===== src/rtl/matrix_slot_allocator.sv =====
// matrix_slot_allocator: slot table for matrices keyed by (m,n,id).
// A request is accepted in IDLE and then either answered at once (bad
// parameters) or after a linear scan of every slot. During the scan the
// block collects the number of stored matrices for the pair, the lowest
// free slot and the slot holding each id. The RESP cycle uses those
// results to answer and to update the table.
module matrix_slot_allocator #(
    parameter int NUM_SLOTS   = 10,
    parameter int SLOT_WORDS  = 25,
    parameter int MAX_PER_DIM = 2
) (
    input  logic       clk,
    input  logic       rst,
    input  logic       req_valid,
    input  logic       req_op,
    input  logic [2:0] req_m,
    input  logic [2:0] req_n,
    input  logic [1:0] req_id,
    input  logic       clear,
    output logic       req_ready,
    output logic       resp_valid,
    output logic [7:0] resp_base,
    output logic [1:0] resp_id,
    output logic [1:0] resp_err,
    output logic [3:0] occupancy
);

    localparam int IW = (NUM_SLOTS > 1) ? $clog2(NUM_SLOTS) : 1;
    localparam int CW = $clog2(NUM_SLOTS + 1);

    localparam logic [1:0] ERR_OK    = 2'd0;
    localparam logic [1:0] ERR_PARAM = 2'd1;
    localparam logic [1:0] ERR_FULL  = 2'd2;
    localparam logic [1:0] ERR_NONE  = 2'd3;

    typedef enum logic [1:0] {S_IDLE, S_SCAN, S_RESP} state_t;
    state_t r_state, w_state_nxt;

    // latched request
    logic       r_op;
    logic [2:0] r_m, r_n;
    logic [1:0] r_id;
    logic       r_bad;

    // slot table
    logic [NUM_SLOTS-1:0] r_valid;
    logic [2:0]           r_sm  [NUM_SLOTS];
    logic [2:0]           r_sn  [NUM_SLOTS];
    logic [1:0]           r_sid [NUM_SLOTS];

    // scan results
    logic [IW-1:0]        r_idx;
    logic [CW-1:0]        r_cnt;
    logic                 r_free_found;
    logic [IW-1:0]        r_free_idx;
    logic [MAX_PER_DIM:1] r_hit_found;
    logic [IW-1:0]        r_hit_idx [MAX_PER_DIM:1];

    // response held between RESP cycles
    logic [7:0] r_base_q;
    logic [1:0] r_id_q, r_err_q;

    logic          w_accept, w_clear, w_req_bad, w_match_cur;
    logic [1:0]    w_err, w_rid, w_wr_id;
    logic [7:0]    w_base;
    logic          w_we, w_evict, w_lk_hit;
    logic [IW-1:0] w_wr_idx;
    logic [3:0]    w_occ;

    function automatic logic [7:0] slot_base(input logic [IW-1:0] idx);
        return 8'(idx) * 8'(SLOT_WORDS);
    endfunction

    assign w_accept  = (r_state == S_IDLE) && req_valid && !clear;
    assign w_clear   = (r_state == S_IDLE) && clear;
    assign w_req_bad = (req_m == 3'd0) || (req_m > 3'd5) ||
                       (req_n == 3'd0) || (req_n > 3'd5) ||
                       (req_op && ((req_id == 2'd0) || (32'(req_id) > 32'(MAX_PER_DIM))));
    assign w_match_cur = r_valid[r_idx] && (r_sm[r_idx] == r_m) && (r_sn[r_idx] == r_n);

    // state register
    always_ff @(posedge clk or posedge rst) begin
        if (rst) r_state <= S_IDLE;
        else     r_state <= w_state_nxt;
    end

    // next-state: bad requests bypass the scan
    always_comb begin
        w_state_nxt = r_state;
        case (r_state)
            S_IDLE: if (w_accept) w_state_nxt = w_req_bad ? S_RESP : S_SCAN;
            S_SCAN: if (r_idx == IW'(NUM_SLOTS - 1)) w_state_nxt = S_RESP;
            S_RESP: w_state_nxt = S_IDLE;
            default: w_state_nxt = S_IDLE;
        endcase
    end

    // capture the request on accept
    always_ff @(posedge clk or posedge rst) begin
        if (rst) begin
            r_op  <= 1'b0;
            r_m   <= '0;
            r_n   <= '0;
            r_id  <= '0;
            r_bad <= 1'b0;
        end else if (w_accept) begin
            r_op  <= req_op;
            r_m   <= req_m;
            r_n   <= req_n;
            r_id  <= req_id;
            r_bad <= w_req_bad;
        end
    end

    // scan one slot per cycle, accumulating count, free slot and id hits
    always_ff @(posedge clk or posedge rst) begin
        if (rst) begin
            r_idx        <= '0;
            r_cnt        <= '0;
            r_free_found <= 1'b0;
            r_free_idx   <= '0;
            r_hit_found  <= '0;
            for (int k = 1; k <= MAX_PER_DIM; k++) r_hit_idx[k] <= '0;
        end else if (w_accept) begin
            r_idx        <= '0;
            r_cnt        <= '0;
            r_free_found <= 1'b0;
            r_hit_found  <= '0;
        end else if (r_state == S_SCAN) begin
            r_idx <= r_idx + 1'b1;
            if (w_match_cur) r_cnt <= r_cnt + 1'b1;
            if (!r_valid[r_idx] && !r_free_found) begin
                r_free_found <= 1'b1;
                r_free_idx   <= r_idx;
            end
            for (int k = 1; k <= MAX_PER_DIM; k++) begin
                if (w_match_cur && (r_sid[r_idx] == 2'(k))) begin
                    r_hit_found[k] <= 1'b1;
                    r_hit_idx[k]   <= r_idx;
                end
            end
        end
    end

    // response decision and table-write plan, meaningful in RESP
    always_comb begin
        w_err    = ERR_OK;
        w_base   = 8'd0;
        w_rid    = 2'd0;
        w_we     = 1'b0;
        w_evict  = 1'b0;
        w_wr_idx = '0;
        w_wr_id  = 2'd0;
        w_lk_hit = 1'b0;
        if (r_bad) begin
            w_err = ERR_PARAM;
        end else if (!r_op) begin
            if (r_cnt < CW'(MAX_PER_DIM)) begin
                if (r_free_found) begin
                    w_we     = 1'b1;
                    w_wr_idx = r_free_idx;
                    w_wr_id  = 2'(r_cnt + 1'b1);
                    w_base   = slot_base(r_free_idx);
                    w_rid    = w_wr_id;
                end else begin
                    w_err = ERR_FULL;
                end
            end else begin
                // pair is full: oldest (id 1) is recycled as the newest
                w_we     = 1'b1;
                w_evict  = 1'b1;
                w_wr_idx = r_hit_idx[1];
                w_wr_id  = 2'(MAX_PER_DIM);
                w_base   = slot_base(r_hit_idx[1]);
                w_rid    = w_wr_id;
            end
        end else begin
            for (int k = 1; k <= MAX_PER_DIM; k++) begin
                if ((r_id == 2'(k)) && r_hit_found[k]) begin
                    w_lk_hit = 1'b1;
                    w_base   = slot_base(r_hit_idx[k]);
                    w_rid    = r_id;
                end
            end
            if (!w_lk_hit) w_err = ERR_NONE;
        end
    end

    // table update: clear in IDLE, allocation/eviction on the RESP edge
    always_ff @(posedge clk or posedge rst) begin
        if (rst) begin
            r_valid <= '0;
            for (int i = 0; i < NUM_SLOTS; i++) begin
                r_sm[i]  <= '0;
                r_sn[i]  <= '0;
                r_sid[i] <= '0;
            end
        end else if (w_clear) begin
            r_valid <= '0;
        end else if ((r_state == S_RESP) && w_we) begin
            for (int i = 0; i < NUM_SLOTS; i++) begin
                if (IW'(i) == w_wr_idx) begin
                    r_valid[i] <= 1'b1;
                    r_sm[i]    <= r_m;
                    r_sn[i]    <= r_n;
                    r_sid[i]   <= w_wr_id;
                end else if (w_evict && r_valid[i] && (r_sm[i] == r_m) && (r_sn[i] == r_n)) begin
                    r_sid[i] <= r_sid[i] - 2'd1;
                end
            end
        end
    end

    // hold the last response after the RESP cycle
    always_ff @(posedge clk or posedge rst) begin
        if (rst) begin
            r_base_q <= '0;
            r_id_q   <= '0;
            r_err_q  <= '0;
        end else if (r_state == S_RESP) begin
            r_base_q <= w_base;
            r_id_q   <= w_rid;
            r_err_q  <= w_err;
        end
    end

    // occupancy is the population count of valid slots
    always_comb begin
        w_occ = '0;
        for (int i = 0; i < NUM_SLOTS; i++) w_occ = w_occ + 4'(r_valid[i]);
    end

    assign req_ready  = (r_state == S_IDLE);
    assign resp_valid = (r_state == S_RESP);
    assign resp_base  = resp_valid ? w_base : r_base_q;
    assign resp_id    = resp_valid ? w_rid  : r_id_q;
    assign resp_err   = resp_valid ? w_err  : r_err_q;
    assign occupancy  = w_occ;

endmodule

===== config.mk =====
export PLATFORM = sky130hd
export DESIGN_NAME = matrix_slot_allocator
export DESIGN_NICKNAME = d
export VERILOG_FILES = /design/src/rtl/matrix_slot_allocator.sv
export SDC_FILE = /design/constraint.sdc
export NUM_CORES = 1
export LEC_CHECK = 0
export BUFFER_PORTS_ARGS = -buffer_cell sky130_fd_sc_hd__buf_4
export CAP_MARGIN = 20
export CORE_UTILIZATION = 45
export CTS_BUF_LIST = sky130_fd_sc_hd__clkbuf_8 sky130_fd_sc_hd__clkbuf_16
export DETAILED_ROUTE_END_ITERATION = 6
export PLACE_DENSITY = 0.66
export SKIP_CTS_REPAIR_TIMING = 1
export SYNTH_ARGS = -nofsm -noshare
export SYNTH_HDL_FRONTEND = slang
export SYNTH_SLANG_ARGS = --single-unit

===== constraint.sdc =====
create_clock -name clk -period 6.5 [get_ports clk]
set_input_delay 1.3 -clock clk [delete_from_list [all_inputs] [get_ports clk]]
set_output_delay 1.3 -clock clk [all_outputs]
set_load 0.005 [all_outputs]

======== After elaboration in Yosys (flattened, before gate mapping) ========
Cells that the tools add are included.
word-level totals
  register bits ........................... 137
  bits of input ports ..................... 13
  output and inout bits ................... 18
  logic and storage cells ................. 345
operators by class
  add/sub/neg operators ................... 21
  multiply operators ...................... 3
  magnitude comparators ................... 6
  eq/ne operators ......................... 40
  multiplexer cells ....................... 96
  bitwise gates (word level) .............. 3
  reduce and logical (&&, ||, !) cells .... 119
operator list
  kind                                              count
  2-to-1 mux 2 bit                                  42
  AND reduction 3 bit                               23
  == test 3 bit                                     22
  2-to-1 mux 8 bit                                  7
  nonzero test 2 bit                                26
  logical AND 1 bit                                 42
  2-to-1 mux 4 bit                                  9
  AND reduction 2 bit                               15
  2-to-1 mux 1 bit                                  27
  adder 4 x 1 -> 4 bit                              6
  binary-select mux 3 bit (select 4 bit)            2
  multiplier 4 x 5 -> 8 bit, second input constant  3
  2-to-1 mux 10 bit                                 2
  subtractor 2 x 1 -> 2 bit, second input constant  10
  == test 3 x 4 -> 1 bit, first input constant      4
  2-to-1 mux 3 bit                                  4
  adder 4 x 1 -> 4 bit, second input constant       2
  binary-select mux 2 bit (select 4 bit)            1
  == test 2 x 4 -> 1 bit, first input constant      2
  == test 4 bit, first input constant               2
  == test 2 x 1 -> 1 bit, second input constant     3
  == test 2 bit, second input constant              3
  > comparator 3 bit, second input constant         2
  zero test 3 bit                                   2
  19 further kinds                                  27

======== Depth between registers and ports, before layout ========
Gate-level depths: netlist (run 1).
  depth in word-level cells ............... 11
  mapped depth ............................ 11
  gate-level depth less buffers ........... 9

======== Least setup slack after synthesis (run 1) ========
Ideal clock, no wire load.
  path kind ............................... register to output
  start point ............................. register r_valid[5]
  end point ............................... output port occupancy[2]
  arrival time ............................ 2.647 ns
  data required time ...................... 5.200 ns
  setup slack ............................. 2.553 ns
  stages on the path, launching flop included .. 10
  buffers on the path ..................... 0
  path through ............................ dfrtp_1 > fa_1 > inv_1 > fa_1 > fa_1 > inv_1 > ha_1 > inv_1 > fa_1 > xor2_1
on the way
  longest elaborated chain between the ends .. 5
RTL lines
  item                                RTL line  RTL
  start, declared                     46        logic [NUM_SLOTS-1:0] r_valid;
  start signal, assigned              192       r_valid <= '0;
  start signal, assigned              199       r_valid <= '0;
  start signal, assigned by index     203       r_valid[i] <= 1'b1;
  adder 4 x 1 -> 4 bit (5 in series)  230       for (int i = 0; i < NUM_SLOTS; i++) w_occ = w_occ + 4'(r_valid[i]);
  end, declared                       25        output logic [3:0] occupancy
No other way between the ends.

======== Worst setup path in the final report (run 1) ========
Ends and elaborated chain as after synthesis.

==> results of run 1 <==
[power breakdown]
group | internal, mW | switching, mW | total, mW | leakage (nW)
Clock | 0.542 | 0.389 | 0.931 | 0.272
Sequential | 0.978 | 0.295 | 1.27 | 1.87
Combinational | 0.569 | 0.604 | 1.17 | 2.00
Total | 2.09 | 1.29 | 3.38 | 4.14
[cell type report]
type | count | area [um2] | share of cell area
Clock buffer | 19 | 453 | 0.0482
Clock inverter | 10 | 96.3 | 0.0102
Inverter | 45 | 174 | 0.0185
Multi-Input combinational cell | 602 | 4690 | 0.499
Sequential cell | 137 | 3430 | 0.365
Tap cell | 229 | 287 | 0.0305
Timing Repair Buffer | 37 | 278 | 0.0295
[logic make-up (layout without fill, tap and decap cells)]
logic type / after synthesis / in the layout
xor+xnor: 75 / 75
simple gates: 215 / 215
mux: 101 / 101
buf+inv: 92 / 111
flops: 137 / 137
fa+ha+maj: 35 / 35
compound gates: 176 / 176
[cells in the final DEF (no fill, tap or decap), drive strengths merged, types with 9 or more instances in the layout]
master  netlist  final
a21oi        36     36
a31oi        10     10
buf          14     37
clkbuf       33     19
dfrtp       137    137
fa            9      9
ha           26     26
inv          45     48
mux2         64     64
mux2i        24     24
mux4         13     13
nand2        64     64
nand3        26     26
nor2         44     44
nor3         20     20
o21a         12     12
o21ai        43     43
o22a         14     14
xnor2        63     63
xor2         12     12
[tightest hold or removal path: stages (launching register included)]
cell,delay [ns]
dfrtp_1,0.32
nand2_1,0.04
o21ai_0,0.09
[registers in the layout, indices dropped and copies added, names as in the netlist, 4 cells and up]
signal	cells
r_valid	10
r_cnt	4
r_sn	30
r_sid	20
r_hit_idx	8
r_idx	4
r_sm	30
r_base_q	8
r_free_idx	4
[per-layer routing]
| metal | share of wire | track usage |
|---|---|---|
| met4 | 0.028 | 0.0942 |
| met2 | 0.47 | 0.366 |
| met5 | 0 | 0 |
| met1 | 0.47 | 0.309 |
| met3 | 0.036 | 0.0440 |
[path summary, 6_finish.rpt]
path	cells past startpoint	from	slack [ns]	end
hold / removal	2	r_id_q[1]$_DFF_PP0_	0.49	r_id_q[1]$_DFF_PP0_
min in group asynchronous	2	rst	1.00	r_idx[3]$_DFFE_PP0P_
max in group asynchronous	3	rst	4.24	r_sid[12]$_DFFE_PP0P_
setup reg to reg	8	r_idx[0]$_DFFE_PP0P_	2.49	r_hit_idx[0]$_DFFE_PP0P_
hold reg to reg	2	r_id_q[1]$_DFF_PP0_	0.49	r_id_q[1]$_DFF_PP0_
setup / recovery	10	r_valid[5]$_DFFE_PP0P_	1.90	occupancy[2]
[per-stage QoR]
step                std cells  hold WS (ns)   util  setup WS [ns]
floorplan                 831         0.464      -           1.53
CTS                      1079         0.498  0.517           1.88
detailed placement       1050         0.485  0.486           2.33
finish                   1079         0.493  0.517           1.90
global route             1079         0.528  0.517           1.73
global placement         1050         0.480  0.486           2.34
==> impl_metrics.toml, run 1 <==
[logic_synthesis]
synth_top_family_by_area = "multiplexers"
ys_top_cells_by_area = "dfrtp_1 40%, mux2_2 8.5%, xnor2_1 6.5%"
ys_seq_area_frac = 0.404
ys.flop_type = "dfrtp_1"
synth_compound_gate_area_share = 0.139
yosysMostFrequentCell = "dfrtp_1"
yosys.area.top_type = "dfrtp_1"
synth_common_cells = "137 x dfrtp_1, 64 x mux2_2, 64 x nand2_1"
synthDistinctLibCells = 63
synth_top_cell_area_share = 0.404
synth_area_um2 = 8490
syn_nets = 879
synth_cells = 831
synth_fa_ha_area_frac = 0.0596
yosysWarnings = 0
synth_area_per_cell_um2 = 10.2
synthXorXnorAreaFrac = 0.0774
synth.ff_latch_count = 137
synth_edf_count = 0
synthMuxAreaShare = 0.148
yosys.area_share.simple = 0.128
async_flop_share = 1.00

[setup_path]
crit_path_frequent_cell = "fa_1"
crit_chain = "fa_1 > inv_1 > fa_1 > fa_1 > inv_1 > ha_1 > inv_1 > fa_1 > xor2_1 > buf_4"
critical_path.top_delay_family = "adder cells"
critPathCaptureType = "output port"
crit_type = "register to output port"
path_buf_inv = 4
crit_path_start_kind = "register"
cp.required_ns = 5.20
slowest_stage = "fa_1"
path_max_fanout = 4
arrival_ns = 3.30
worst_path_largest_cell_delay_ns = 0.55

[clocking]
htreeDepth = 4
clk_path_buf_depth = 2
insertion_delay_ns = 0.43
cts_tree = "done"
numCtsBuffers = 17
clock_sinks = 137
ctsRootBufferMaster = "clkbuf_16"
clk_pin_slew_ns = 0.06

[global_routing]
grtUsageTotal = 0.230
grt_pass1_vias = 6488
grt_max_degree = 80
gr-total-overflow = 0
grt_first_pass_wirelength_um = 34700
antenna_found_initial = 0

[route]
final_antenna_net_count = 0
wl_per_cell_um = 19.3
routed-via-count = 6385
via_per_inst = 5.92
drt-total-wl_um = 20900
drc_errors = 0
drt_iter0_drc = 516
drtPass1Iterations = 5

[power_and_ir_drop]
powerDensity_nw_per_um2 = 359
leakagePower_nw = 4.14
report.power.total_mw = 3.38
ir_drop_mv = 0.205

[die]
die_w_um = 139
start_util = 0.466
die_h_um = 139
die-area_um2 = 19400
rows = 49
core-area_um2 = 18200
ios = 31

[sta]
rsz0062_at_grt = "false"
min_period_ns = 4.60
worst_slew_pin_slew_ns = 1.05
fmax_ghz = 0.217
finalMaxSlewViolations = 0
fin_skew_ns = 0.00709
finalHoldViolCount = 0
setup-violations-final = 0
fin_setup_tns_ns = 0
relSlewSlack = 0.302
finalCritPeriodShare = 0.708

[place]
dpl_cell_area_um2 = 8860
place.gp.congestion = 0.858
dpl.hpwl_um = 14400
portBuffers = 30

[min_path]
min_path_type = "register to register"

[cells_and_area]
antenna_cells = 0
drive_gt1_frac = 0.185
fillers = 1630
nets = 888
area.growth.synth_to_final_pct = 10.8
final_area_um2 = 9410

[status]
status = "finished clean"

[run]
cap_viol_max_count = 0
(Power assumes the default switching activity.)
==> run 2, diff against run 1 <==
Settings changed: PLACE_DENSITY 0.66 to 0.68.
Clock period 6.5 ns to 4.2 ns, I/O delays scaled along.
==> run 2 against run 1 <==
Net effect:
- routed wire length up 2.3%
- sequential power up 52%
- largest cell class unchanged
- clock skew up 0.0055 ns
- final cell count up 1.3%
- sequential cell count unchanged
- clock-buffer cell count down 2
- register-to-register slack worse by 1.7 ns
==> impl_metrics.toml, run 2 (synthesis gave the netlist of run 1 again) <==
[global_routing]
grt_max_degree = 80
grt_first_pass_wirelength_um = 34900
gr-total-overflow = 0
grt_pass1_vias = 6378
antenna_found_initial = 0
grtUsageTotal = 0.232

[cells_and_area]
biggestRegsByFlops = "r_sm x30, r_sn x30, r_sid x20"
drive_gt1_frac = 0.203
nets = 900
area.growth.synth_to_final_pct = 12.1
fin_cells = 1093
antenna_cells = 0
final_cell_mix = "136 x dfrtp_1, 64 x nand2_1, 64 x mux2_2"
layout_commonest_cell = "dfrtp_1"

[clocking]
clk_pin_slew_ns = 0.06
numCtsBuffers = 17
cts_tree = "done"
ctsRootBufferMaster = "clkbuf_16"
clk_path_buf_depth = 2
insertion_delay_ns = 0.42
htreeDepth = 4
clock_sinks = 137

[setup_path]
critPathCaptureType = "output port"
reg2reg_slack_ns = 0.75
reg2reg_from = "r_idx[1]$_DFFE_PP0P_"
crit_type = "register to output port"
arrival_ns = 3.26
crit_path_start_kind = "register"
ff2ff_path_depth = 8
r2r_end = "r_hit_idx[2]$_DFFE_PP0P_"
path_max_fanout = 3
cp.required_ns = 3.36

[die]
die_h_um = 139
ios = 31
die_w_um = 139
die-area_um2 = 19400
start_util = 0.466
rows = 49
core-area_um2 = 18200

[route]
wl_per_cell_um = 19.5
via_per_inst = 5.87
drtPass1Iterations = 5
drc_errors = 0
drt-total-wl_um = 21400
drt_iter0_drc = 472
final_antenna_net_count = 0
routed-via-count = 6417

[place]
portBuffers = 30
place.gp.congestion = 0.914
dpl.cell_count = 1061
dpl.hpwl_um = 15000

[min_path]
worstHoldStart = "r_hit_found[2]$_DFFE_PP0P_"
hold_path_depth = 1
min_path_type = "register to register"
hold_end = "r_hit_found[2]$_DFFE_PP0P_"

[sta]
fmax_ghz = 0.244
setup-violations-final = 0
holdWs_ns = 0.489
finalMaxSlewViolations = 0
min_period_ns = 4.10
finalHoldViolCount = 0
fin_skew_ns = 0.0126
worst_slew_pin_slew_ns = 1.10
relSlewSlack = 0.265
rsz0062_at_grt = "true"
finalCritPeriodShare = 0.976

[run]
cap_viol_max_count = 0

[power_and_ir_drop]
leakagePower_nw = 4.18
ir_drop_mv = 0.301
report.power.total_mw = 5.28
powerDensity_nw_per_um2 = 554

[status]
status = "finished clean"
[run 2: layout make-up]
cell class,count,area (um2)
inverters,45,173
clock inverters,14,125
clock buffers,17,425
well taps,229,287
multi-input cells,602,4690
fillers,1628,8690
repair buffers,49,384
flip-flops and latches,137,3430
[run 2: where the power goes]
group	internal [mW]	leakage (nW)	switching, mW
Clock	0.813	0.259	0.612
Sequential	1.51	1.87	0.411
Combinational	0.915	2.05	1.01
Total	3.24	4.18	2.03
[run 2: worst max path at each step]
stage / startpoint / to / cells after the start
2_1_floorplan: r_valid[5]$_DFFE_PP0P_ / occupancy[2] / 9
3_3_place_gp: r_valid[5]$_DFFE_PP0P_ / occupancy[2] / 10
3_5_place_dp: r_valid[5]$_DFFE_PP0P_ / occupancy[2] / 10
4_1_cts: r_valid[5]$_DFFE_PP0P_ / occupancy[2] / 10
5_1_grt: r_valid[5]$_DFFE_PP0P_ / occupancy[1] / 10
6_report: r_valid[5]$_DFFE_PP0P_ / occupancy[1] / 10
[run 2: worst max-delay path, cell delays in order, from the launching register on]
cell	delay, ns
dfrtp_1	0.41
fa_1	0.56
inv_2	0.05
fa_1	0.49
fa_1	0.41
inv_1	0.07
ha_2	0.17
inv_2	0.04
fa_2	0.52
inv_2	0.03
buf_6	0.10
[run 2: stage by stage]
stage                     setup WS [ns]   util  area [um2]  setup TNS [ns]
after detailed placement          0.487  0.492        8950               0
after global placement            0.507  0.492        8950               0
after floorplan                   0.713      -        8490               0
after CTS                        0.0384  0.522        9500               0
final                            0.0987  0.523        9520               0
after global routing            -0.0175  0.523        9520         -0.0175
[run 2: layer usage]
| layer | wire length (um) | up-vias | track usage |
|---|---|---|---|
| met5 | 0 | - | 0 |
| met4 | 422 | 0 | 0.0766 |
| met3 | 977 | 34 | 0.0430 |
| met2 | 10400 | 179 | 0.382 |
| met1 | 9550 | 3190 | 0.308 |
| li1 | - | 3014 | - |
==> run 3, diff against run 2 <==
Clock period 4.2 ns to 3.6 ns, I/O delays scaled along.
==> run 3 against run 2 <==
Net effect:
- power rose by 22%
- final cell count rose by 1.4%
- register-to-register slack got worse by 0.47 ns
- the flow now finishes with violations (negative setup slack)
- non-clock buffer count rose by 16
- sequential share of layout area fell by 0.78 points
- largest cell class unchanged
- clock-buffer cell count rose by 3
- worst hold slack improved by 0.0064 ns
- critical endpoint unchanged
- critical path type unchanged
- sequential cell count did not move
- cell area rose by 2.3%
==> impl_metrics.toml, run 3 (synthesis gave the netlist of run 1 again) <==
[setup_path]
reg2reg_from = "r_idx[1]$_DFFE_PP0P_"
cp.required_ns = 2.88
crit_type = "register to output port"
crit_path_start_kind = "register"
critPathCaptureType = "output port"
cp.depth = 10
worst_path_largest_cell_delay_ns = 0.55
path_max_fanout = 2
ff2ff_path_depth = 7
startpoint = "r_valid[5]$_DFFE_PP0P_"
slowest_stage = "fa_1"
r2r_end = "r_hit_idx[0]$_DFFE_PP0P_"
arrival_ns = 3.24
reg2reg_slack_ns = 0.28
path_buf_inv = 5
cp-endpoint = "occupancy[1]"
crit_chain = "fa_1 > inv_2 > fa_1 > fa_1 > inv_1 > ha_2 > inv_2 > fa_2 > inv_2 > buf_6"
critical_path.top_delay_family = "adder cells"

[sta]
finalHoldViolCount = 0
min_period_ns = 3.96
setup-violations-final = 3
fin_setup_tns_ns = -0.788
setup_ws_ns = -0.361
relSlewSlack = 0.371
worst_slew_pin_slew_ns = 0.943
rsz0062_at_grt = "true"
fin_skew_ns = 0.00762
finalMaxSlewViolations = 0
finalCritPeriodShare = 1.10
fmax_ghz = 0.252

[power_and_ir_drop]
powerDensity_nw_per_um2 = 662
leakagePower_nw = 4.32
ir_drop_mv = 0.366
p_sw_mw = 2.35
switching_share = 0.364
clkPwrFrac = 0.297
p_int_mw = 4.10
power_frac_seq = 0.335
pwr-share-comb = 0.368

[cells_and_area]
fin_cells = 1108
post-route-util = 0.535
nets = 916
final_cell_mix = "134 x dfrtp_1, 64 x nand2_1, 64 x mux2_2"
biggestRegsByFlops = "r_sm x30, r_sn x30, r_sid x20"
layout_commonest_cell = "dfrtp_1"
antenna_cells = 0
area.growth.synth_to_final_pct = 14.7
drive_gt1_frac = 0.218

[global_routing]
grt_first_pass_wirelength_um = 35500
grtUsageTotal = 0.237
grt_pass1_vias = 6564
grt_max_degree = 138
gr-total-overflow = 0
antenna_found_initial = 0

[route]
final_antenna_net_count = 0
drtPass1Iterations = 5
routed-via-count = 6471
drt-total-wl_um = 21400
wl_per_cell_um = 19.3
drc_errors = 0
via_per_inst = 5.84
drt_iter0_drc = 421

[die]
ios = 31
die_h_um = 139
rows = 49
die-area_um2 = 19400
core-area_um2 = 18200
die_w_um = 139
start_util = 0.466

[clocking]
insertion_delay_ns = 0.43
ctsRootBufferMaster = "clkbuf_16"
clock_sinks = 137
cts_tree = "done"
clk_path_buf_depth = 2
numCtsBuffers = 17
clk_pin_slew_ns = 0.06
htreeDepth = 4

[status]
violations = "negative setup slack"
status = "finished with violations"

[min_path]
min_path_type = "input port to async pin"

[place]
dpl.cell_count = 1076
place.gp.congestion = 0.833
portBuffers = 30
post-place-ws_ns = 0.0864
dpl.hpwl_um = 14800

[run]
cap_viol_max_count = 0
[run 3: cell count changes in the layout (fill, tap and decap cells not counted), moves of 2 or more]
cell        before  now
dfrtp_2          1    3
buf_4           47   62
clkinv_2         2    0
clkbuf_8         0    3
clkinvlp_4       6    2
dfrtp_1        136  134
bufinv_16        1    4
[run 3: cell type report]
type                            instances  area (um2)
Sequential cell                       137        3430
Fill cell                            1590        8470
Clock buffer                           20         467
Inverter                               45         173
Multi-Input combinational cell        602        4690
Tap cell                              229         287
Clock inverter                         10         166
Timing Repair Buffer                   65         517
[run 3: metal layers]
metal	up-vias	share of wire	global-route usage
met5	-	0	0
met4	0	0.024	0.0895
met3	44	0.041	0.0513
met2	135	0.48	0.380
met1	3246	0.46	0.314
li1	3046	-	-
[run 3: stage by stage]
| step | area [um2] | hold slack [ns] | total power [mW] |
|---|---|---|---|
| 2_1_floorplan | 8490 | 0.464 | 3.82 |
| 3_3_place_gp | 9080 | 0.482 | 4.49 |
| 3_5_place_dp | 9080 | 0.484 | 4.54 |
| 4_1_cts | 9710 | 0.488 | 6.46 |
| 5_1_grt | 9740 | 0.502 | 6.81 |
| 6_report | 9740 | 0.496 | 6.45 |
[run 3: worst min-delay path by stage]
stage | depth (start not counted) | start | end
2_1_floorplan | 1 | r_hit_found[2]$_DFFE_PP0P_ | r_hit_found[2]$_DFFE_PP0P_
3_3_place_gp | 1 | r_hit_found[2]$_DFFE_PP0P_ | r_hit_found[2]$_DFFE_PP0P_
3_5_place_dp | 1 | r_base_q[6]$_DFF_PP0_ | r_base_q[6]$_DFF_PP0_
4_1_cts | 3 | req_op | r_op$_DFFE_PP0P_
5_1_grt | 3 | req_id[1] | r_id[1]$_DFFE_PP0P_
6_report | 3 | rst | r_state[1]$_DFFE_PP0P_
[run 3: tightest hold or removal path: cells and delay by family]
| kind | cells | cell delay [ns] |
|---|---|---|
| buffers and inverters | 3 | 0.70 |
[run 3: power by group through the flow]
| stage | Clock (mW) | Sequential [mW] | Combinational (mW) |
|---|---|---|---|
| 3_5_place_dp | 0 | 2.17 | 2.37 |
| 2_1_floorplan | 0 | 1.92 | 1.90 |
| 5_1_grt | 2.00 | 2.19 | 2.62 |
| 6_report | 1.92 | 2.16 | 2.37 |
| 3_3_place_gp | 0 | 2.17 | 2.33 |
| 4_1_cts | 1.93 | 2.15 | 2.38 |
